==> src/rtl/fighter_motion_ctrl_if.sv <==
// ---------------------------------------------------------------------------
// fighter_motion_ctrl_if
//   Bundles the game-side inputs and renderer-side outputs of one fighter's
//   motion controller.
//
//   master modport : drives tick, buttons and opponent_x; reads the outputs
//   slave  modport : the controller itself
//
//   Signals
//     tick            one-clk game-tick enable pulse (8 Hz)
//     btn_*           debounced button levels (left/right/up/down/attack)
//     opponent_x[6:0] other fighter's x
//     x, y[6:0]       sprite centre position
//     in_air          1 while jumping
//     move_state[1:0] 00 idle, 01 forward, 10 backward
//     character_state 000 normal, 001 punch, 010 special, 011 super
//     mirror          1 = facing left
//     dbg_atk_state   attack FSM state register, for observation only
//
//   Handshake semantics: there is no valid/ready pair on this interface.
//   tick is a single-cycle qualifier, buttons are levels sampled every clk,
//   and all outputs are registered levels with no backpressure.
// ---------------------------------------------------------------------------
interface fighter_motion_ctrl_if;
  logic       tick;
  logic       btn_left;
  logic       btn_right;
  logic       btn_up;
  logic       btn_down;
  logic       btn_attack;
  logic [6:0] opponent_x;
  logic [6:0] x;
  logic [6:0] y;
  logic       in_air;
  logic [1:0] move_state;
  logic [2:0] character_state;
  logic       mirror;
  logic [1:0] dbg_atk_state;

  modport master (
    output tick, btn_left, btn_right, btn_up, btn_down, btn_attack, opponent_x,
    input  x, y, in_air, move_state, character_state, mirror, dbg_atk_state
  );

  modport slave (
    input  tick, btn_left, btn_right, btn_up, btn_down, btn_attack, opponent_x,
    output x, y, in_air, move_state, character_state, mirror, dbg_atk_state
  );
endinterface

==> src/rtl/fighter_motion_ctrl.sv <==
// ---------------------------------------------------------------------------
// fighter_motion_ctrl
//   Per-fighter motion/action controller feeding the sprite renderer.
//   Handles horizontal walking, jump physics, facing, punch/special timing
//   and combo-sequence detection. All state advances on tick cycles only;
//   button edges are captured every clk.
//
//   Ports
//     clk    system clock
//     rst_n  asynchronous active-low reset
//     bus    fighter_motion_ctrl_if.slave (inputs: tick, btn_*, opponent_x;
//            outputs: x, y, in_air, move_state, character_state, mirror,
//            dbg_atk_state)
//
//   Optional feature: define SUPER_COMBO_EN to widen the direction history
//   to 8 entries and enable the U,D,U,D,L,R,L,R super move (state 011).
// ---------------------------------------------------------------------------
module fighter_motion_ctrl #(
  parameter int X_MIN        = 8,
  parameter int X_MAX        = 88,
  parameter int X_START      = 24,
  parameter int GROUND_Y     = 32,
  parameter int STEP         = 1,
  parameter int JUMP_V0      = 6,
  parameter int PUNCH_TICKS  = 2,
  parameter int SP_TICKS     = 4,
  parameter int COMBO_WINDOW = 8
) (
  input  logic                  clk,
  input  logic                  rst_n,
  fighter_motion_ctrl_if.slave  bus
);

`ifdef SUPER_COMBO_EN
  localparam int HIST_N = 8;
`else
  localparam int HIST_N = 4;
`endif

  localparam int                WIN_W    = $clog2(COMBO_WINDOW + 1);
  localparam logic [WIN_W-1:0]  WIN_LAST = WIN_W'(COMBO_WINDOW - 1);
  localparam logic [WIN_W-1:0]  WIN_FULL = WIN_W'(COMBO_WINDOW);
  localparam logic [6:0]        X_MIN7   = 7'(X_MIN);
  localparam logic [6:0]        X_MAX7   = 7'(X_MAX);
  localparam logic [6:0]        X_START7 = 7'(X_START);
  localparam logic [6:0]        GROUND7  = 7'(GROUND_Y);
  localparam logic [6:0]        STEP7    = 7'(STEP);
  localparam logic signed [8:0] GROUND9  = 9'(GROUND_Y);
  localparam logic signed [4:0] V0       = 5'(JUMP_V0);
  localparam logic [3:0]        PUNCH_T  = 4'(PUNCH_TICKS);
  localparam logic [3:0]        SP_T     = 4'(SP_TICKS);

  // History entry codes; zero marks an empty slot.
  localparam logic [2:0] C_L = 3'd1;
  localparam logic [2:0] C_R = 3'd2;
  localparam logic [2:0] C_U = 3'd3;
  localparam logic [2:0] C_D = 3'd4;

  localparam logic [1:0] MV_IDLE = 2'b00;
  localparam logic [1:0] MV_FWD  = 2'b01;
  localparam logic [1:0] MV_BACK = 2'b10;

  typedef enum logic [1:0] {
    ST_NORMAL  = 2'b00,
    ST_PUNCH   = 2'b01,
    ST_SPECIAL = 2'b10,
    ST_SUPER   = 2'b11
  } atk_state_e;

  atk_state_e             state_q, state_d;
  logic [4:0]             btn_now, btn_q, edge_v;
  logic                   pend_up_q, pend_up_d, pend_atk_q, pend_atk_d;
  logic                   pend_up_now, pend_atk_now, dir_edge;
  logic [HIST_N-1:0][2:0] hist_q, hist_d, hist_sh;
  logic [WIN_W-1:0]       win_q, win_d;
  logic [3:0]             timer_q, timer_d;
  logic [6:0]             x_q, x_d, y_q, y_d;
  logic                   in_air_q, in_air_d, mirror_q, mirror_d, launch;
  logic signed [4:0]      vy_q, vy_d, vy_eff;
  logic signed [8:0]      y_sum;
  logic [1:0]             move_q, move_d;
  logic                   combo_sp, combo_super;

  function automatic logic [2:0] dir_code(input int idx);
    case (idx)
      0:       return C_L;
      1:       return C_R;
      2:       return C_U;
      default: return C_D;
    endcase
  endfunction

  // Bit order: [0] left, [1] right, [2] up, [3] down, [4] attack.
  assign btn_now = {bus.btn_attack, bus.btn_down, bus.btn_up, bus.btn_right, bus.btn_left};
  assign edge_v  = btn_now & ~btn_q;

  always_comb begin
    // Direction edges enter the history in the same clk they are seen, so a
    // combo completed on a tick cycle is already visible to that tick.
    hist_sh  = hist_q;
    dir_edge = |edge_v[3:0];
    for (int i = 0; i < 4; i++) begin
      if (edge_v[i]) hist_sh = {hist_sh[HIST_N-2:0], dir_code(i)};
    end

    pend_up_now  = pend_up_q  | edge_v[2];
    pend_atk_now = pend_atk_q | edge_v[4];

    // Take-off tick also applies the first airborne step.
    launch = pend_up_now && !in_air_q;
    vy_eff = launch ? V0 : vy_q;
    y_sum  = $signed({2'b00, y_q}) - $signed({{4{vy_eff[4]}}, vy_eff});

    hist_d      = hist_sh;
    win_d       = dir_edge ? '0 : win_q;
    pend_up_d   = pend_up_now;
    pend_atk_d  = pend_atk_now;
    state_d     = state_q;
    timer_d     = timer_q;
    x_d         = x_q;
    y_d         = y_q;
    in_air_d    = in_air_q;
    vy_d        = vy_q;
    mirror_d    = mirror_q;
    move_d      = move_q;
    combo_sp    = 1'b0;
    combo_super = 1'b0;

    if (bus.tick) begin
      pend_up_d  = 1'b0;
      pend_atk_d = 1'b0;

      // Window counter saturates; history drops once the window has elapsed.
      if (!dir_edge) begin
        if (win_q >= WIN_LAST) hist_d = '0;
        if (win_q < WIN_FULL) win_d = win_q + WIN_W'(1);
      end

      combo_sp = (hist_d[2] == C_L) && (hist_d[1] == C_D) && (hist_d[0] == C_R);
`ifdef SUPER_COMBO_EN
      combo_super = (hist_d == {C_U, C_D, C_U, C_D, C_L, C_R, C_L, C_R});
`else
      combo_super = 1'b0;
`endif

      if (bus.opponent_x < x_q)      mirror_d = 1'b1;
      else if (bus.opponent_x > x_q) mirror_d = 1'b0;

      case (state_q)
        ST_NORMAL: begin
          if (pend_atk_now) begin
            hist_d = '0;
            if (combo_super) begin
              state_d = ST_SUPER;
              timer_d = SP_T;
            end else if (combo_sp) begin
              state_d = ST_SPECIAL;
              timer_d = SP_T;
            end else begin
              state_d = ST_PUNCH;
              timer_d = PUNCH_T;
            end
          end
        end
        default: begin
          // Attack edges in this state are simply dropped with the pending flag.
          if (timer_q <= 4'd1) begin
            state_d = ST_NORMAL;
            timer_d = 4'd0;
          end else begin
            timer_d = timer_q - 4'd1;
          end
        end
      endcase

      // Movement is gated on the post-tick attack state so the outputs never
      // show an attack together with a non-idle move.
      if ((state_d == ST_NORMAL) && (bus.btn_right ^ bus.btn_left)) begin
        if (bus.btn_right) begin
          x_d    = (x_q >= X_MAX7 - STEP7) ? X_MAX7 : x_q + STEP7;
          move_d = mirror_d ? MV_BACK : MV_FWD;
        end else begin
          x_d    = (x_q <= X_MIN7 + STEP7) ? X_MIN7 : x_q - STEP7;
          move_d = mirror_d ? MV_FWD : MV_BACK;
        end
      end else begin
        move_d = MV_IDLE;
      end

      if (launch || in_air_q) begin
        if (y_sum >= GROUND9) begin
          y_d      = GROUND7;
          in_air_d = 1'b0;
          vy_d     = '0;
        end else begin
          y_d      = y_sum[6:0];
          in_air_d = 1'b1;
          vy_d     = vy_eff - 5'sd1;
        end
      end
    end
  end

  always_ff @(posedge clk or negedge rst_n) begin
    if (!rst_n) begin
      state_q    <= ST_NORMAL;
      btn_q      <= '0;
      pend_up_q  <= 1'b0;
      pend_atk_q <= 1'b0;
      hist_q     <= '0;
      win_q      <= '0;
      timer_q    <= '0;
      x_q        <= X_START7;
      y_q        <= GROUND7;
      in_air_q   <= 1'b0;
      vy_q       <= '0;
      mirror_q   <= 1'b0;
      move_q     <= MV_IDLE;
    end else begin
      state_q    <= state_d;
      btn_q      <= btn_now;
      pend_up_q  <= pend_up_d;
      pend_atk_q <= pend_atk_d;
      hist_q     <= hist_d;
      win_q      <= win_d;
      timer_q    <= timer_d;
      x_q        <= x_d;
      y_q        <= y_d;
      in_air_q   <= in_air_d;
      vy_q       <= vy_d;
      mirror_q   <= mirror_d;
      move_q     <= move_d;
    end
  end

  assign bus.x               = x_q;
  assign bus.y               = y_q;
  assign bus.in_air          = in_air_q;
  assign bus.move_state      = move_q;
  assign bus.character_state = {1'b0, state_q};
  assign bus.mirror          = mirror_q;
  assign bus.dbg_atk_state   = state_q;

endmodule

==> src/flat_wrapper.sv <==
// flat-port wrapper written by rule: the top's interface ports become plain ports
module fighter_motion_ctrl_flat 
#(
  parameter int X_MIN        = 8,
  parameter int X_MAX        = 88,
  parameter int X_START      = 24,
  parameter int GROUND_Y     = 32,
  parameter int STEP         = 1,
  parameter int JUMP_V0      = 6,
  parameter int PUNCH_TICKS  = 2,
  parameter int SP_TICKS     = 4,
  parameter int COMBO_WINDOW = 8
)
  (clk, rst_n, bus_tick, bus_btn_left, bus_btn_right, bus_btn_up, bus_btn_down, bus_btn_attack, bus_opponent_x, bus_x, bus_y, bus_in_air, bus_move_state, bus_character_state, bus_mirror, bus_dbg_atk_state);
  fighter_motion_ctrl_if bus_i ();
  input  logic clk;
  input  logic rst_n;
  input wire logic [$bits(bus_i.tick)-1:0] bus_tick;
  input wire logic [$bits(bus_i.btn_left)-1:0] bus_btn_left;
  input wire logic [$bits(bus_i.btn_right)-1:0] bus_btn_right;
  input wire logic [$bits(bus_i.btn_up)-1:0] bus_btn_up;
  input wire logic [$bits(bus_i.btn_down)-1:0] bus_btn_down;
  input wire logic [$bits(bus_i.btn_attack)-1:0] bus_btn_attack;
  input wire logic [$bits(bus_i.opponent_x)-1:0] bus_opponent_x;
  output wire logic [$bits(bus_i.x)-1:0] bus_x;
  output wire logic [$bits(bus_i.y)-1:0] bus_y;
  output wire logic [$bits(bus_i.in_air)-1:0] bus_in_air;
  output wire logic [$bits(bus_i.move_state)-1:0] bus_move_state;
  output wire logic [$bits(bus_i.character_state)-1:0] bus_character_state;
  output wire logic [$bits(bus_i.mirror)-1:0] bus_mirror;
  output wire logic [$bits(bus_i.dbg_atk_state)-1:0] bus_dbg_atk_state;
  assign bus_i.tick = bus_tick;
  assign bus_i.btn_left = bus_btn_left;
  assign bus_i.btn_right = bus_btn_right;
  assign bus_i.btn_up = bus_btn_up;
  assign bus_i.btn_down = bus_btn_down;
  assign bus_i.btn_attack = bus_btn_attack;
  assign bus_i.opponent_x = bus_opponent_x;
  assign bus_x = bus_i.x;
  assign bus_y = bus_i.y;
  assign bus_in_air = bus_i.in_air;
  assign bus_move_state = bus_i.move_state;
  assign bus_character_state = bus_i.character_state;
  assign bus_mirror = bus_i.mirror;
  assign bus_dbg_atk_state = bus_i.dbg_atk_state;
  fighter_motion_ctrl #(.X_MIN(X_MIN), .X_MAX(X_MAX), .X_START(X_START), .GROUND_Y(GROUND_Y), .STEP(STEP), .JUMP_V0(JUMP_V0), .PUNCH_TICKS(PUNCH_TICKS), .SP_TICKS(SP_TICKS), .COMBO_WINDOW(COMBO_WINDOW)) u_core (.clk(clk), .rst_n(rst_n), .bus(bus_i));
endmodule
==> config.mk <==
export PLATFORM = sky130hd
export DESIGN_NAME = fighter_motion_ctrl_flat
export DESIGN_NICKNAME = d
export VERILOG_FILES = /design/src/rtl/fighter_motion_ctrl_if.sv /design/src/rtl/fighter_motion_ctrl.sv /design/src/flat_wrapper.sv
export SDC_FILE = /design/constraint.sdc
export NUM_CORES = 1
export LEC_CHECK = 0
export CAP_MARGIN = 10
export CORE_MARGIN = 4
export CORE_UTILIZATION = 50
export CTS_CLUSTER_DIAMETER = 30
export DETAILED_ROUTE_END_ITERATION = 12
export GPL_TIMING_DRIVEN = 0
export PLACE_DENSITY = 0.72
export SYNTH_ARGS = -nofsm -noshare
export SYNTH_HDL_FRONTEND = slang
export SYNTH_SLANG_ARGS = --single-unit
export TNS_END_PERCENT = 5
==> constraint.sdc <==
create_clock -name clk -period 4.9 [get_ports clk]
set_input_delay 1.225 -clock clk [delete_from_list [all_inputs] [get_ports clk]]
set_output_delay 1.225 -clock clk [all_outputs]
set_load 0.02 [all_outputs]
## Yosys cells after proc, flatten, opt, wreduce, memory -nomap -nowiden

Cells that the tools add are included.

- Bits in registers: 52
- Output and inout bits: 23
- Logic and storage cells: 90
- Input bits: 15

- Order comparisons: 8
- Bitwise operators: 5
- Reduce and logical (&&, ||, !) cells: 12
- Equality and inequality tests: 4
- Add/sub/neg operators: 6
- Mux-type cells: 39

Operators with widths:

| cell | number |
|---|---|
| 12-bit two-way mux | 10 |
| 4-bit two-way mux | 7 |
| 7-bit two-way mux | 4 |
| 2-bit two-way mux | 9 |
| 5-bit two-way mux | 2 |
| 9-bit by 7-bit >= comparator with 1-bit output, second input constant | 1 |
| 8-bit by 5-bit subtractor with 9-bit output | 1 |
| 7-bit by 1-bit adder with 7-bit output, second input constant | 1 |
| 7-bit >= comparator, second input constant | 1 |
| 7-bit > comparator | 1 |
| 7-bit by 4-bit <= comparator with 1-bit output, second input constant | 1 |
| 7-bit less-than comparator | 1 |
| 7-bit by 1-bit subtractor with 7-bit output, second input constant | 1 |
| 1-bit two-way mux | 6 |
| 2-bit AND reduction | 3 |
| 5-bit bitwise AND | 1 |
| 5-bit inverter | 1 |
| 5-bit by 2-bit subtractor with 5-bit output, second input constant | 1 |
| 4-bit by 1-bit adder with 4-bit output, second input constant | 1 |
| 4-bit by 3-bit >= comparator with 1-bit output, second input constant | 1 |
| 4-bit by 1-bit <= comparator with 1-bit output, second input constant | 1 |
| 1-bit logical AND | 4 |
| 2-bit zero test | 2 |
| 4-bit less-than comparator, second input constant | 1 |
| 11 further kinds | 12 |

## Logic depth before layout (Yosys ltp)

Gate-level depths: netlist (run 1).

- Depth after elaboration: 19
- Depth in mapped cells: 15

## Least setup slack after synthesis (run 1)

No wires, ideal clock.

- Kind: input to register
- Start point: input port bus_btn_up
- End point: register u_core.y_q[5], in the netlist u_core.bus.y[5]
- Buffers on the path: 2
- Slack: 0.849 ns
- Data required time: 4.820 ns
- Arrival: 3.971 ns
- Cell stages on the path: 14
- Path through: nor2b_1 clkbuf_1 o21ai_1 nand2_1 ha_1 and3_4 a221o_1 a31o_2 a31oi_1 a21oi_1 a32o_1 buf_6 nor3_1 nor2_1

- Longest elaborated chain between the ends: 7
- Elaborated cells on any way between the ends: 9
- Those cells by class: 1 x add/sub; 1 x order compare; 2 x mux; 2 x bitwise; 3 x reduce/logical

RTL lines:

| what | RTL line | source |
|---|---|---|
| start: declaration | flat_wrapper.sv:21 | `input wire logic [$bits(bus_i.btn_up)-1:0] bus_btn_up;` |
| 5-bit bitwise AND (*) | fighter_motion_ctrl.sv:95 | `assign edge_v = btn_now & ~btn_q;` |
| 1-bit bitwise OR (*) | fighter_motion_ctrl.sv:106 | `pend_up_now = pend_up_q \| edge_v[2];` |
| 1-bit logical AND (*) | fighter_motion_ctrl.sv:110 | `launch = pend_up_now && !in_air_q;` |
| 5-bit two-way mux | fighter_motion_ctrl.sv:111 | `vy_eff = launch ? V0 : vy_q;` |
| 8-bit by 5-bit subtractor with 9-bit output | fighter_motion_ctrl.sv:112 | `y_sum = $signed({2'b00, y_q}) - $signed({{4{vy_eff[4]}}, vy_eff});` |
| 9-bit by 7-bit >= comparator with 1-bit output | fighter_motion_ctrl.sv:191 | `if (y_sum >= GROUND9) begin` |
| 7-bit two-way mux | fighter_motion_ctrl.sv:191 |  |
| end signal: assignment | fighter_motion_ctrl.sv:228 | `y_q <= y_d;` |
| end: declaration | fighter_motion_ctrl.sv:77 | `logic [6:0] x_q, x_d, y_q, y_d;` |

Mark *: on every way between the ends. The rest lies on a longest branch, timed or not.
A chain may end at the register's enable or synchronous reset.

## Final worst setup path (run 1)

Ends and elaborated chain as after synthesis.

==> results of run 1 <==
cells by family after synthesis:
group	count (synthesis)	share of synthesized area
buf+inv	41	0.0541
compound gates	112	0.235
other cells	1	0.00114
flops	49	0.375
fa+ha+maj	23	0.0873
mux	7	0.0229
xor+xnor	13	0.0347
simple gates	127	0.190
area by class of cell:
cell class                      instances  area [um^2]  share of cell area
Buffer                                 21          103              0.0265
Clock inverter                          2         37.5             0.00968
Multi-Input combinational cell        283         1880               0.485
Sequential cell                        49         1230               0.317
Tap cell                               77         96.3              0.0248
Timing Repair Buffer                   37          375              0.0968
Inverter                               20         75.1              0.0194
Clock buffer                            6         82.6              0.0213
cell usage after synthesis (4+ instances only):
cell type	number
dfrtp_1	46
mux2_2	4
o31ai_1	8
nor2_1	36
nand2b_1	8
ha_1	22
o21ai_0	23
a31oi_1	6
a211o_1	4
buf_2	4
o22ai_1	8
clkbuf_1	13
xnor2_1	6
nand3_1	12
nor3_1	11
nand2_1	29
a21oi_1	23
inv_1	20
xor2_1	7
nor2b_1	7
a21o_1	7
worst paths after layout:
kind                                  from         endpoint  slack [ns]
max                             bus_btn_up  u_core.bus.y[5]        0.37
min                         u_core.vy_q[2]   u_core.vy_q[2]        0.51
max reg2reg                u_core.btn_q[2]  u_core.bus.y[5]        1.45
min reg2reg                 u_core.vy_q[2]   u_core.vy_q[2]        0.51
max in group asynchronous            rst_n  u_core.bus.x[3]        3.55
min in group asynchronous            rst_n  u_core.bus.x[1]        0.79
layer usage:
metal,wire length (um),up-vias
li1,-,1436
met1,3580,1414
met2,3400,74
met3,322,4
met4,49,0
met5,0,-
power by group through the flow:
stage,clock (mW),sequential (mW),combinational [mW]
2_1_floorplan,0,0.700,0.813
3_3_place_gp,0,0.650,1.17
3_5_place_dp,0,0.653,1.20
4_1_cts,0.313,0.646,1.20
5_1_grt,0.332,0.668,1.33
6_report,0.307,0.648,1.20
worst max-delay path: stages:
cell             delay [ns]
clkdlybuf4s50_1        0.43
nor2b_1                0.14
clkbuf_1               0.21
o21ai_2                0.30
nand2_1                0.20
ha_1                   0.41
and3_4                 0.24
a221o_1                0.34
a31o_2                 0.25
a31oi_1                0.20
a21oi_1                0.06
a32o_1                 0.27
buf_6                  0.15
nor3_1                 0.23
nor2_1                 0.08
flip-flops by register name (all words and copies together), names as in the netlist:
signal                    count
u_core.bus.mirror             1
u_core.win_q                  4
u_core.bus.y                  7
u_core.pend_up_q              1
u_core.bus.x                  7
u_core.bus.move_state         2
u_core.bus.in_air             1
u_core.vy_q                   5
u_core.hist_q                 9
u_core.pend_atk_q             1
u_core.btn_q                  5
u_core.bus.dbg_atk_state      2
u_core.timer_q                4
cell usage in the layout, fill, tap and decap left out, drive strengths merged, types with 3 or more instances in the layout:
cell type / instances
a21oi: 23
nand3b: 3
nand2: 29
o31ai: 8
inv: 20
ha: 22
o21ai: 24
clkdlybuf4s50: 35
nor2b: 7
nand3: 12
a221oi: 4
buf: 10
dfstp: 3
a31oi: 6
and3: 3
nor4: 3
nor2: 37
a211oi: 3
nor3: 11
dfrtp: 46
mux2: 4
and2: 4
nand2b: 8
xor2: 7
mux2i: 3
clkbuf: 19
a211o: 4
o22ai: 8
xnor2: 6
a21o: 7
through the flow:
stage	TNS (ns)	total power [mW]	setup slack, ns	instance area (um^2)	hold slack (ns)
floorplan	0	1.51	0.849	3280	0.469
global route	0	2.33	0.162	3880	0.532
CTS	0	2.16	0.238	3870	0.514
global placement	-0.206	1.82	-0.0795	3740	0.487
detailed placement	-0.177	1.85	-0.0793	3750	0.496
finish	0	2.15	0.366	3880	0.512
==> summary.md, run 1 <==
| Metric | Value |
|---|---|
| DIE HEIGHT | `between 80 and 90 um` |
| Drt initial violations | `156` |
| Fillers | `571` |
| Largest area contributor in the netlist | `dfrtp_1` |
| Max-cap viol count | `0` |
| Largest net degree at the start of global routing | `40` |
| Clock transition at the registers of the reported paths | `0.09 ns` |
| Initial antenna violation count | `0` |
| Area of the core | `between 6000 and 7000 um^2` |
| Final Slew Violations | `0` |
| Switch share | `0.425` |
| Residual DRC | `0` |
| Hold crit path type | `reg -> reg` |
| Clock Power Share | `0.143` |
| Die Wd | `89.0 um` |
| Nets | `approximately 450` |
| Vias in the first global route | `2,732` |
| Longest Clk Path Bufs | `2` |
| DR vias | `2,928` |
| Placed cells | `487` |
| P&R area growth vs syn | `18.1%` |
| CTS tree | `built` |
| Worst Max-Slew Pin Slew | `0.861 ns` |
| Final wirelength | `roughly 7.4 mm` |
| FP Rows | `29` |
| Final setup violation count | `0` |
| Crit Path Max Fanout | `10` |
| DP HPWL | `5.40 mm` |
| Skew-Pair Late Insertion Delay | `0.30 ns` |
| Avg Synthesized Cell Area | `about 9 um^2` |
| Post-synth ARST share | `1.00` |
| FMAX | `0.221 GHz` |
| Int Pwr | `1.24 mW` |
| EDFF count, synth | `0` |
| Clock Skew | `0.00472 ns` |
| Status | `completed` |
| Pwr Density | `555 nW/um^2` |
| DIE AREA | `7930 um^2` |
| Total CTS buffers | `5` |
| Sequential fraction of the synthesis area | `0.375` |
| Hold path depth | `1` |
| Routed wire length per instance | `14.9 um` |
| Clock root buffer | `clkbuf_8` |
| GRT Util Overall | `0.194` |
| Antenna diodes | `0` |
| Met1 Usage GRT | `0.272` |
| DRT antenna net count | `0` |
| I/O Pins | `38` |
| Post-Synthesis Cells | `373` |
| Slew HR | `0.421` |
| Largest cells by area after synthesis | `dfrtp_1 (35%), ha_1 (8.4%), nor2_1 (4.1%)` |
| Peak VDD IR | `0.000367 V` |
| Syn Nets | `410` |
| Seq cells post-synth | `49` |
| IO Port Bufs | `36` |
| Final core utilization | `0.611` |
| Min Tclk post-route | `4.53 ns` |
| Initial Utilization | `0.517` |
| Hold_buf cts | `0` |
| Cell variety after synth | `64` |
| Fraction of layout instances using a drive strength above 1 | `0.0909` |
| TritonCTS Sinks | `a little under 50` |
| Layout Cells excl Fill | `roughly 500` |
| Synth warnings | `0` |
| Sequential Power Share | `0.301` |
| Gr busiest metal | `met2` |
| Grt ovf | `0` |
| R2R depth | `14` |
| Met3 Usage GRT | `0.0313` |
| Crit. End Element | `flip-flop` |
| Final hold viol count | `0` |
| Placer Congestion | `~0.85` |
| Critical path arrival | `between 4 and 5 ns` |
| Area share of the largest cell type after synthesis | `0.351` |
| Post-CTS Setup Repair Bufs | `0` |
| First-pass GRT wire length | `12.5 mm` |
| NetSw | `915 uW` |
| H-Tree Depth | `2` |
| Lkg Pwr | `roughly 1.7 nW` |
| CP required | `5.13 ns` |
| Fin crit share | `0.925` |
| Combinational power share | `0.556` |
| Grt met2 use | `0.314` |
| Post-Syn Area | `~3300 um^2` |
| Crit Path Class | `in -> reg` |
| RSZ-0062 raised after global routing | `no` |
| Post-CTS sizing | `0` |
| First drt pass iteration count | `4` |
| Main flop type after synthesis | `dfrtp_1` |
| Startpoint Class | `input pin` |
| Vias per cell | `5.92` |
Note: power is estimated with default switching activity, not from simulation.
==> inputs of run 2 (changes only) <==
--- a/config.mk
+++ b/config.mk
@@ -10,9 +10,10 @@
 export CORE_UTILIZATION = 50
 export CTS_CLUSTER_DIAMETER = 30
 export DETAILED_ROUTE_END_ITERATION = 12
+export GPL_ROUTABILITY_DRIVEN = 0
 export GPL_TIMING_DRIVEN = 0
 export PLACE_DENSITY = 0.72
 export SYNTH_ARGS = -nofsm -noshare
 export SYNTH_HDL_FRONTEND = slang
 export SYNTH_SLANG_ARGS = --single-unit
-export TNS_END_PERCENT = 5
+export TNS_END_PERCENT = 20
==> results of run 2 <==
No change in the layout: final DEF, timing and power equal those of run 1.
==> inputs of run 3 (changes only) <==
--- a/config.mk
+++ b/config.mk
@@ -6,13 +6,16 @@
 export NUM_CORES = 1
 export LEC_CHECK = 0
 export CAP_MARGIN = 10
+export CELL_PAD_IN_SITES_DETAIL_PLACEMENT = 1
+export CELL_PAD_IN_SITES_GLOBAL_PLACEMENT = 1
 export CORE_MARGIN = 4
-export CORE_UTILIZATION = 50
+export CORE_UTILIZATION = 46
 export CTS_CLUSTER_DIAMETER = 30
 export DETAILED_ROUTE_END_ITERATION = 12
 export GPL_ROUTABILITY_DRIVEN = 0
 export GPL_TIMING_DRIVEN = 0
-export PLACE_DENSITY = 0.72
+export PLACE_DENSITY_LB_ADDON = 0.1
+export SKIP_LAST_GASP = 1
 export SYNTH_ARGS = -nofsm -noshare
 export SYNTH_HDL_FRONTEND = slang
 export SYNTH_SLANG_ARGS = --single-unit
==> run 3 against run 2 <==
Net effect:
- non-clock buffer count unchanged
- via count grew 0.14%
- critical path depth is the same
==> summary.md, run 3 (synthesized netlist as in run 1, its figures left out) <==
| Metric | Value |
|---|---|
| Fin crit share | `0.936` |
| Initial Utilization | `0.478` |
| Skew-Pair Late Insertion Delay | `0.30 ns` |
| Min Tclk post-route | `4.59 ns` |
| DIE HEIGHT | `92.5 um` |
| Area of the core | `6870 um^2` |
| Post-route cell area | `3880 um^2` |
| First drt pass iteration count | `4` |
| First-pass GRT wire length | `14.7 mm` |
| CP required | `a little over 5 ns` |
| Final Slew Violations | `0` |
| GRT Util Overall | `0.208` |
| Vias per cell | `approximately 5.7` |
| DR vias | `slightly below 3,000` |
| CTS tree | `built` |
| Nets | `454` |
| Clock transition at the registers of the reported paths | `0.09 ns` |
| Most frequent cells in the layout | `dfrtp_1 (46), nor2_1 (36), clkdlybuf4s50_1 (35)` |
| Gr busiest metal | `met2` |
| Largest register FFs | `9` |
| Antenna diodes | `0` |
| Grt met2 use | `0.357` |
| TritonCTS Sinks | `49` |
| Hold WS | `0.515 ns` |
| Crit Path Class | `in -> reg` |
| Worst Max-Slew Pin Slew | `0.912 ns` |
| Hold_buf cts | `0` |
| P&R area growth vs syn | `18.3%` |
| Peak VDD IR | `0.000244 V` |
| RSZ-0062 raised after global routing | `no` |
| Final wirelength | `8.52 mm` |
| Longest Clk Path Bufs | `2` |
| Clock root buffer | `clkbuf_8` |
| Startpoint Class | `input pin` |
| Initial antenna violation count | `0` |
| DIE AREA | `around 8600 um^2` |
| Residual DRC | `0` |
| DP HPWL | `6.45 mm` |
| Met3 Usage GRT | `0.0284` |
| Die Wd | `92.5 um` |
| Total CTS buffers | `5` |
| FMAX | `0.218 GHz` |
| Final setup violation count | `0` |
| IO Port Bufs | `36` |
| Largest net degree at the start of global routing | `33` |
| Fillers | `around 840` |
| Worst R2R Start | `u_core.btn_q[2]` |
| Most common cell after layout, fill and taps aside | `dfrtp_1` |
| Most flop-heavy register | `u_core.hist_q` |
| I/O Pins | `38` |
| R2r setup slk | `1.39 ns` |
| R2R depth | `14` |
| Lkg Pwr | `1.68 nW` |
| Fraction of layout instances using a drive strength above 1 | `0.0909` |
| FP Rows | `30` |
| Routed wire length per instance | `16.6 um` |
| Post-DP Area | `about 3800 um^2` |
| Hold_sp | `u_core.timer_q[3]` |
| Crit Path Max Fanout | `10` |
| Slew HR | `0.387` |
| Status | `completed` |
| Final hold viol count | `0` |
| Vias in the first global route | `~3,000` |
| H-Tree Depth | `2` |
| Clock Skew | `around 0.009 ns` |
| Max-cap viol count | `0` |
| Worst R2R End | `u_core.bus.y[5]` |
| Pwr Density | `555 nW/um^2` |
| Met1 Usage GRT | `0.285` |
| Hold EP | `u_core.timer_q[3]` |
| Hold crit path type | `reg -> reg` |
| Critical path arrival | `4.81 ns` |
| Drt initial violations | `~120` |
| Hold path depth | `1` |
| Grt ovf | `0` |
| DRT antenna net count | `0` |
| Crit. End Element | `flip-flop` |
==> run 3: cell count changes in the layout (fill, tap and decap cells not counted), sizes merged <==
cell,delta
clkinvlp,-1
bufinv,-1
clkinv,+1
clkbuf,+1
==> run 3: worst max-delay path, stage by stage <==
cell and delay (ns):
clkdlybuf4s50_1 0.45, nor2b_1 0.15, clkbuf_1 0.20, o21ai_2 0.29, nand2_1 0.21, ha_1 0.43
and3_4 0.25, a221o_1 0.34, a31o_2 0.25, a31oi_1 0.21, a21oi_1 0.06, a32o_1 0.27
buf_6 0.15, nor3_1 0.25, nor2_1 0.08
==> run 3: final cells by class <==
class | count | area, um^2 | share of cell area
Buffer | 21 | 103 | 0.0264
Clock buffer | 7 | 96.3 | 0.0248
Multi-Input combinational cell | 283 | 1880 | 0.484
Clock inverter | 1 | 5.00 | 0.00129
Tap cell | 96 | 120 | 0.0309
Inverter | 20 | 75.1 | 0.0193
Sequential cell | 49 | 1230 | 0.317
Timing Repair Buffer | 37 | 375 | 0.0966
==> run 3: what timing repair did <==
action,4_1_cts,5_1_grt
buffers inserted,0,0
resized for setup,0,1
endpoints found under the setup margin,0,4
==> run 3: metal layers <==
layer | part of all wire | up-vias
met5 | 0 | -
met2 | 0.49 | 50
met3 | 0.029 | 7
li1 | - | 1431
met4 | 0.0067 | 0
met1 | 0.47 | 1444
==> run 3: worst max-delay path by stage <==
stage,from,to,slack (ns),depth (start not counted)
after floorplan,bus_btn_up,u_core.bus.y[5],0.85,14
after global placement,bus_btn_up,u_core.bus.y[5],-0.16,15
after detailed placement,bus_btn_up,u_core.bus.y[5],-0.18,15
after CTS,bus_btn_up,u_core.bus.y[5],0.15,15
after global routing,bus_btn_up,u_core.bus.y[5],0.09,15
final,bus_btn_up,u_core.bus.y[5],0.31,15
==> run 3: metrics by stage <==
stage               setup slack, ns   util  std cells  setup TNS, ns  power (mW)
floorplan                     0.849      -        373              0        1.51
global placement             -0.155  0.548        505         -0.435        1.84
detailed placement           -0.178  0.550        506         -0.523        1.89
CTS                           0.152  0.565        514              0        2.17
global route                 0.0867  0.565        514              0        2.35
finish                        0.312  0.565        514              0        2.16
==> run 3: power by group <==
group / total [mW] / internal (mW) / switching, mW / leakage, nW
registers: 0.651 / 0.526 / 0.125 / 0.609
logic: 1.24 / 0.550 / 0.691 / 1.02
clock network: 0.265 / 0.128 / 0.137 / 0.0542
total: 2.16 / 1.20 / 0.953 / 1.68
==> patch 1: new RTL, settings of run 3 <==
`COMBO_WINDOW` is set to 8 in 2 places; all go to 4.
--- a/src/rtl/fighter_motion_ctrl.sv
+++ b/src/rtl/fighter_motion_ctrl.sv
@@ -24,7 +24,7 @@
   parameter int JUMP_V0      = 6,
   parameter int PUNCH_TICKS  = 2,
   parameter int SP_TICKS     = 4,
-  parameter int COMBO_WINDOW = 8
+  parameter int COMBO_WINDOW = 4
 ) (
   input  logic                  clk,
   input  logic                  rst_n,
--- a/src/flat_wrapper.sv
+++ b/src/flat_wrapper.sv
@@ -9,7 +9,7 @@
   parameter int JUMP_V0      = 6,
   parameter int PUNCH_TICKS  = 2,
   parameter int SP_TICKS     = 4,
-  parameter int COMBO_WINDOW = 8
+  parameter int COMBO_WINDOW = 4
 )
   (clk, rst_n, bus_tick, bus_btn_left, bus_btn_right, bus_btn_up, bus_btn_down, bus_btn_attack, bus_opponent_x, bus_x, bus_y, bus_in_air, bus_move_state, bus_character_state, bus_mirror, bus_dbg_atk_state);
   fighter_motion_ctrl_if bus_i ();
Function: changed (Yosys sat finds a counterexample within 10 cycles, from zero or initial values and one cycle with rst_n low).
==> patch 1 against run 3 <==
- power up 4.6%
- cell area barely moved
- via count shrank 1.5%
- clock power is 5% lower
- first-iteration DRC count fell by 15%
- critical path depth fell by 1
- setup slack gained 0.019 ns
- die area grew 0.25%
- wire length down 3.5%
- core utilization about the same
- highest routed layer unchanged
- synthesized area rose by 0.27%
- critical endpoint is now u_core.bus.y[1]$_DFFE_PN0P_
- sequential cell count is 1 lower
- sequential share of layout area decreased by 0.65 points
- cell count down 0.19%
==> patch 1: results (changes against run 3) <==
Post-DP HPWL - 6350 um (-1.6%)
Number of H-tree levels - 2 (unchanged)
First-pass DRT Iterations - 4 (unchanged)
Worst Hold Class - register to register
Hold Path Stages - 2 (+1)
Leakage - 1.67 nW (-0.53%)
# Post-CTS Setup Buffers - 0 (unchanged)
Fin nets - 453 (-0.22%)
Layout cell share with drive strength beyond 1 - 0.103 (+0.0122)
Compound-Gate Fraction of Synth Area - 0.239 (+0.00394)
Slew @ Worst Pin - 1.13 ns (+0.222 ns)
Warning count from the yosys run - 0 (unchanged)
Critical path arrival - 4.71 ns (-0.10 ns)
First-pass GRT wire length - 14,200 um (-3.6%)
Gr usage total - 0.201 (-0.00687)
Total wire length - 8220 um (-3.5%)
Max FFs per register - 9 (unchanged)
Post-Synth Adder-Cell Area - 0.0836 (-0.00365)
Length of routed met3 wiring - 184 um (-26%)
FFs w/ async S/R, synth - 1.00 (unchanged)
Xor/xnor cell area share of the yosys netlist - 0.0342 (-0.000472)
Mux cell area share after synthesis - 0.0217 (-0.00120)
Status - completed
Synth top cells by count - dfrtp_1 (45), nand2_1 (35), nor2_1 (33), ha_1 (22), inv_1 (22)
Initial detailed-routing violation count - 100 (-15%)
Sequential area share after synthesis - 0.366 (-0.00860)
Vias - 2,888 (-1.5%)
Count of cell types in the netlist - 70 (+9.4%)
Reg2Reg Depth - 13 (-1)
Met1 wire length - 3860 um (-4.5%)
Met2 WL - 4090 um (-1.9%)
Clk_skew - 0.00890 ns (-0.0000421 ns)
Fill cell count - 839 (+0.12%)
Crit-path max FO - 10 (unchanged)
Largest vdd supply drop - 0.228 mV (-6.6%)
Vias in the first global route - 3,011 (-0.53%)
Top cells by area, synth - dfrtp_1 (34%), ha_1 (8.4%), nand2_1 (4.0%), nor2_1 (3.8%), a21oi_1 (3.0%)
Net count after synthesis - 409 (-0.24%)
Largest net degree at the start of global routing - 32 (-3.0%)
[patch 1: critical path, stage by stage]
cell	delay (ns)
clkdlybuf4s50_1	0.47
and2b_1	0.29
o21ai_2	0.30
nand2_1	0.26
ha_1	0.43
and3_4	0.22
a221oi_2	0.27
o21ai_2	0.12
o22a_1	0.19
a31oi_1	0.29
nand3_1	0.24
nand2_2	0.14
buf_6	0.16
o22ai_1	0.10
[patch 1: where the power goes]
| group | internal, mW | switching (mW) | total [mW] |
|---|---|---|---|
| Combinational | 0.575 | 0.787 | 1.36 |
| Clock | 0.104 | 0.149 | 0.253 |
| Sequential | 0.517 | 0.122 | 0.639 |
| Total | 1.20 | 1.06 | 2.25 |
[patch 1: path summary, 6_finish.rpt]
path	start	slack, ns	end
worst max-delay path	bus_btn_up	0.33	u_core.bus.y[1]$_DFFE_PN0P_
worst min-delay path	u_core.pend_atk_q$_DFF_PN0_	0.50	u_core.pend_atk_q$_DFF_PN0_
worst max register to register	u_core.btn_q[2]$_DFF_PN0_	1.41	u_core.bus.y[1]$_DFFE_PN0P_
worst min register to register	u_core.pend_atk_q$_DFF_PN0_	0.50	u_core.pend_atk_q$_DFF_PN0_
max in group asynchronous	rst_n	3.46	u_core.bus.x[3]$_DFFE_PN1P_
min in group asynchronous	rst_n	0.86	u_core.bus.y[6]$_DFFE_PN0P_
[patch 1: cell families after synthesis]
kind of cell | after synthesis
AO/OA/AOI/OAI | 111
multiplexers | 7
adder cells (fa/ha/maj) | 22
XOR/XNOR | 12
flip-flops | 48
AND/OR/NAND/NOR | 131
buffers and inverters | 40
other | 1
[patch 1: per-layer routing]
layer	vias to the layer above	track usage
li1	1419	-
met4	0	0.0446
met3	10	0.0227
met2	40	0.346
met5	-	0
met1	1419	0.271
[patch 1: cell type report]
| type | instances | area (um2) | share of cell area |
|---|---|---|---|
| Tap cell | 96 | 120 | 0.0309 |
| Timing Repair Buffer | 37 | 375 | 0.0966 |
| Multi-Input combinational cell | 284 | 1910 | 0.492 |
| Inverter | 23 | 86.3 | 0.0222 |
| Clock buffer | 5 | 68.8 | 0.0177 |
| Sequential cell | 48 | 1200 | 0.310 |
| Buffer | 17 | 92.6 | 0.0238 |
| Clock inverter | 3 | 25.0 | 0.00644 |
[patch 1: through the flow]
stage          hold WS (ns)  TNS, ns  instance area [um2]  cells  setup WS [ns]
2_1_floorplan         0.456        0                 3290    372          0.982
3_3_place_gp          0.474        0                 3770    504        0.00635
3_5_place_dp          0.479   -0.565                 3790    505        -0.0891
4_1_cts               0.504        0                 3880    513          0.171
5_1_grt               0.543        0                 3880    513          0.128
6_report              0.500        0                 3880    513          0.331
==> patch 2: new RTL, flow settings as in run 3 <==
Without the edit above. `vy_q` no longer has a reset.
--- a/src/rtl/fighter_motion_ctrl.sv
+++ b/src/rtl/fighter_motion_ctrl.sv
@@ -213,7 +213,6 @@
       x_q        <= X_START7;
       y_q        <= GROUND7;
       in_air_q   <= 1'b0;
-      vy_q       <= '0;
       mirror_q   <= 1'b0;
       move_q     <= MV_IDLE;
     end else begin
@@ -227,10 +226,13 @@
       x_q        <= x_d;
       y_q        <= y_d;
       in_air_q   <= in_air_d;
-      vy_q       <= vy_d;
       mirror_q   <= mirror_d;
       move_q     <= move_d;
     end
+  end
+
+  always_ff @(posedge clk) begin
+    vy_q <= vy_d;
   end
 
   assign bus.x               = x_q;
Check against the original RTL: same outputs for any inputs over 4 cycles, from zero or initial values and one cycle with rst_n low; that may be too few to reach the edited logic, so the function may still have changed.
==> patch 2 against run 3 <==
- via count is 0.24% higher
- power increased by 20%
- sequential cell count stayed put
- first-iteration DRC count decreased by 45%
- wire length grew 3.6%
- cell area up 2.4%
- synthesized area rose by 2.1%
- setup slack improved by 0.073 ns
- critical path type unchanged
- largest cell class unchanged
==> patch 2: results (changes against run 3) <==
Sequential area share after synthesis - 0.375 (about the same)
# diodes - 0 (unchanged)
Clk_skew - 0.00548 ns (-0.00346 ns)
TritonCTS Buffers - 5 (unchanged)
Fin nets - 452 (-0.44%)
Count of cell types in the netlist - 63 (-1.6%)
# Post-CTS Setup Buffers - 0 (unchanged)
Layout cell share with drive strength beyond 1 - 0.0867 (-0.00416)
Largest vdd supply drop - 0.473 mV (+94%)
Initial detailed-routing violation count - 64 (-45%)
FFs w/ async S/R, synth - 0.898 (-0.102)
Post_cts resized - 0 (unchanged)
Clk buf depth - 2 (unchanged)
Number of H-tree levels - 2 (unchanged)
Vias in the first global route - 3,095 (+2.2%)
Number of enable flip-flop cells after synthesis - 5 (+5)
Routed len/inst - 17.3 um (+4.2%)
Top cells by area, synth - dfrtp_1 (31%), ha_1 (8.2%), nor2_1 (5.2%), edfxtp_1 (4.5%), a21oi_1 (3.0%)
Ys flop type - dfrtp_1
Largest net degree at the start of global routing - 24 (-27%)
Leakage - 1.73 nW (+3.1%)
Initial antenna violation count - 0 (unchanged)
Status - completed
First-pass GRT wire length - 15,000 um (+1.5%)
Clock root cell - clkbuf_8
Max FFs per register - 9 (unchanged)
Rel. slew slack - 0.571 (+0.183)
Via density - 5.75 (+0.83%)
Critical path arrival - 4.58 ns (-0.23 ns)
Clock latency on the worst-skew pair - 0.30 ns (about the same)
Worst Hold Class - register to register
Net count after synthesis - 409 (-0.24%)
Reg with most FFs - u_core.hist_q
Synth top cells by count - nor2_1 (46), dfrtp_1 (41), ha_1 (22), inv_1 (22), nand2_1 (22)
Post-DP HPWL - 6530 um (+1.2%)
Crit-path max FO - 10 (unchanged)
Dpl cell area - 3840 um2 (+1.7%)
Gr usage total - 0.213 (+0.00490)
Fill cell count - 811 (-3.2%)
Warning count from the yosys run - 0 (unchanged)
Buffers on Ports - 35 (-2.8%)
Clock-pin slew on the worst setup and hold paths - 0.10 ns
First-pass DRT Iterations - 4 (unchanged)
[patch 2: changes by cell type in the layout (fill, tap and decap cells not counted), sizes merged, moves of 4 or more]
cell    change
nand2       -7
nand4       +4
or3         +5
mux2i       +5
edfxtp      +5
clkbuf      -5
o21ai       -7
dfrtp       -5
mux2        -4
a211oi      +4
nor2        +9
[patch 2: through the flow]
step                      hold slack (ns)  worst slack, ns  instances   util
after detailed placement            0.512            0.122        503  0.554
after CTS                           0.533            0.374        511  0.573
final                               0.523            0.385        511  0.573
after global routing                0.546            0.100        511  0.573
after floorplan                     0.456             1.10        371      -
after global placement              0.474            0.184        502  0.550
[patch 2: power breakdown]
group / internal [mW] / switching (mW)
sequential: 0.562 / 0.130
clock: 0.203 / 0.146
combinational: 0.673 / 0.883
total: 1.44 / 1.16
[patch 2: kinds of logic after synthesis]
| group | share of synthesized area |
|---|---|
| simple gates | 0.205 |
| compound gates | 0.215 |
| flops | 0.375 |
| buf+inv | 0.0553 |
| fa+ha+maj | 0.0881 |
| xor+xnor | 0.0366 |
| mux | 0.0239 |
| other cells | 0.00112 |
[patch 2: final timing paths]
path	from	end	slack, ns	cells after the start
worst min register to register	u_core.pend_atk_q$_DFF_PN0_	u_core.pend_atk_q$_DFF_PN0_	0.52	2
max in group asynchronous	rst_n	u_core.bus.y[5]$_DFFE_PN1P_	3.41	2
worst max-delay path	bus_btn_up	u_core.vy_q[2]$_SDFFCE_PP0P_	0.38	15
min in group asynchronous	rst_n	u_core.hist_q[8]$_DFF_PN0_	0.90	1
worst min-delay path	u_core.pend_atk_q$_DFF_PN0_	u_core.pend_atk_q$_DFF_PN0_	0.52	2
worst max register to register	u_core.btn_q[2]$_DFF_PN0_	u_core.vy_q[2]$_SDFFCE_PP0P_	1.34	14
[patch 2: layer usage]
layer / global-route usage / vias to the layer above / part of all wire
met5: 0 / - / 0
met2: 0.391 / 39 / 0.53
met3: 0.0298 / 6 / 0.025
met4: 0.0427 / 0 / 0.0060
met1: 0.264 / 1482 / 0.44
li1: - / 1412 / -
[patch 2: cell type report]
| class | instances | share of cell area |
|---|---|---|
| Buffer | 18 | 0.0258 |
| Clock buffer | 5 | 0.0173 |
| Clock inverter | 3 | 0.0164 |
| Inverter | 22 | 0.0208 |
| Multi-Input combinational cell | 282 | 0.480 |
| Sequential cell | 49 | 0.316 |
| Tap cell | 96 | 0.0302 |
| Timing Repair Buffer | 36 | 0.0937 |
[patch 2: critical path: stages]
cell	delay, ns
clkdlybuf4s50_1	0.50
nand2b_1	0.17
nand2b_1	0.16
nand2b_1	0.12
and2_1	0.21
ha_1	0.22
fa_1	0.46
nor3b_1	0.26
mux2i_1	0.20
a31o_1	0.23
o21ai_1	0.21
o2111ai_1	0.20
o21ai_2	0.15
buf_6	0.21
nor2_1	0.06
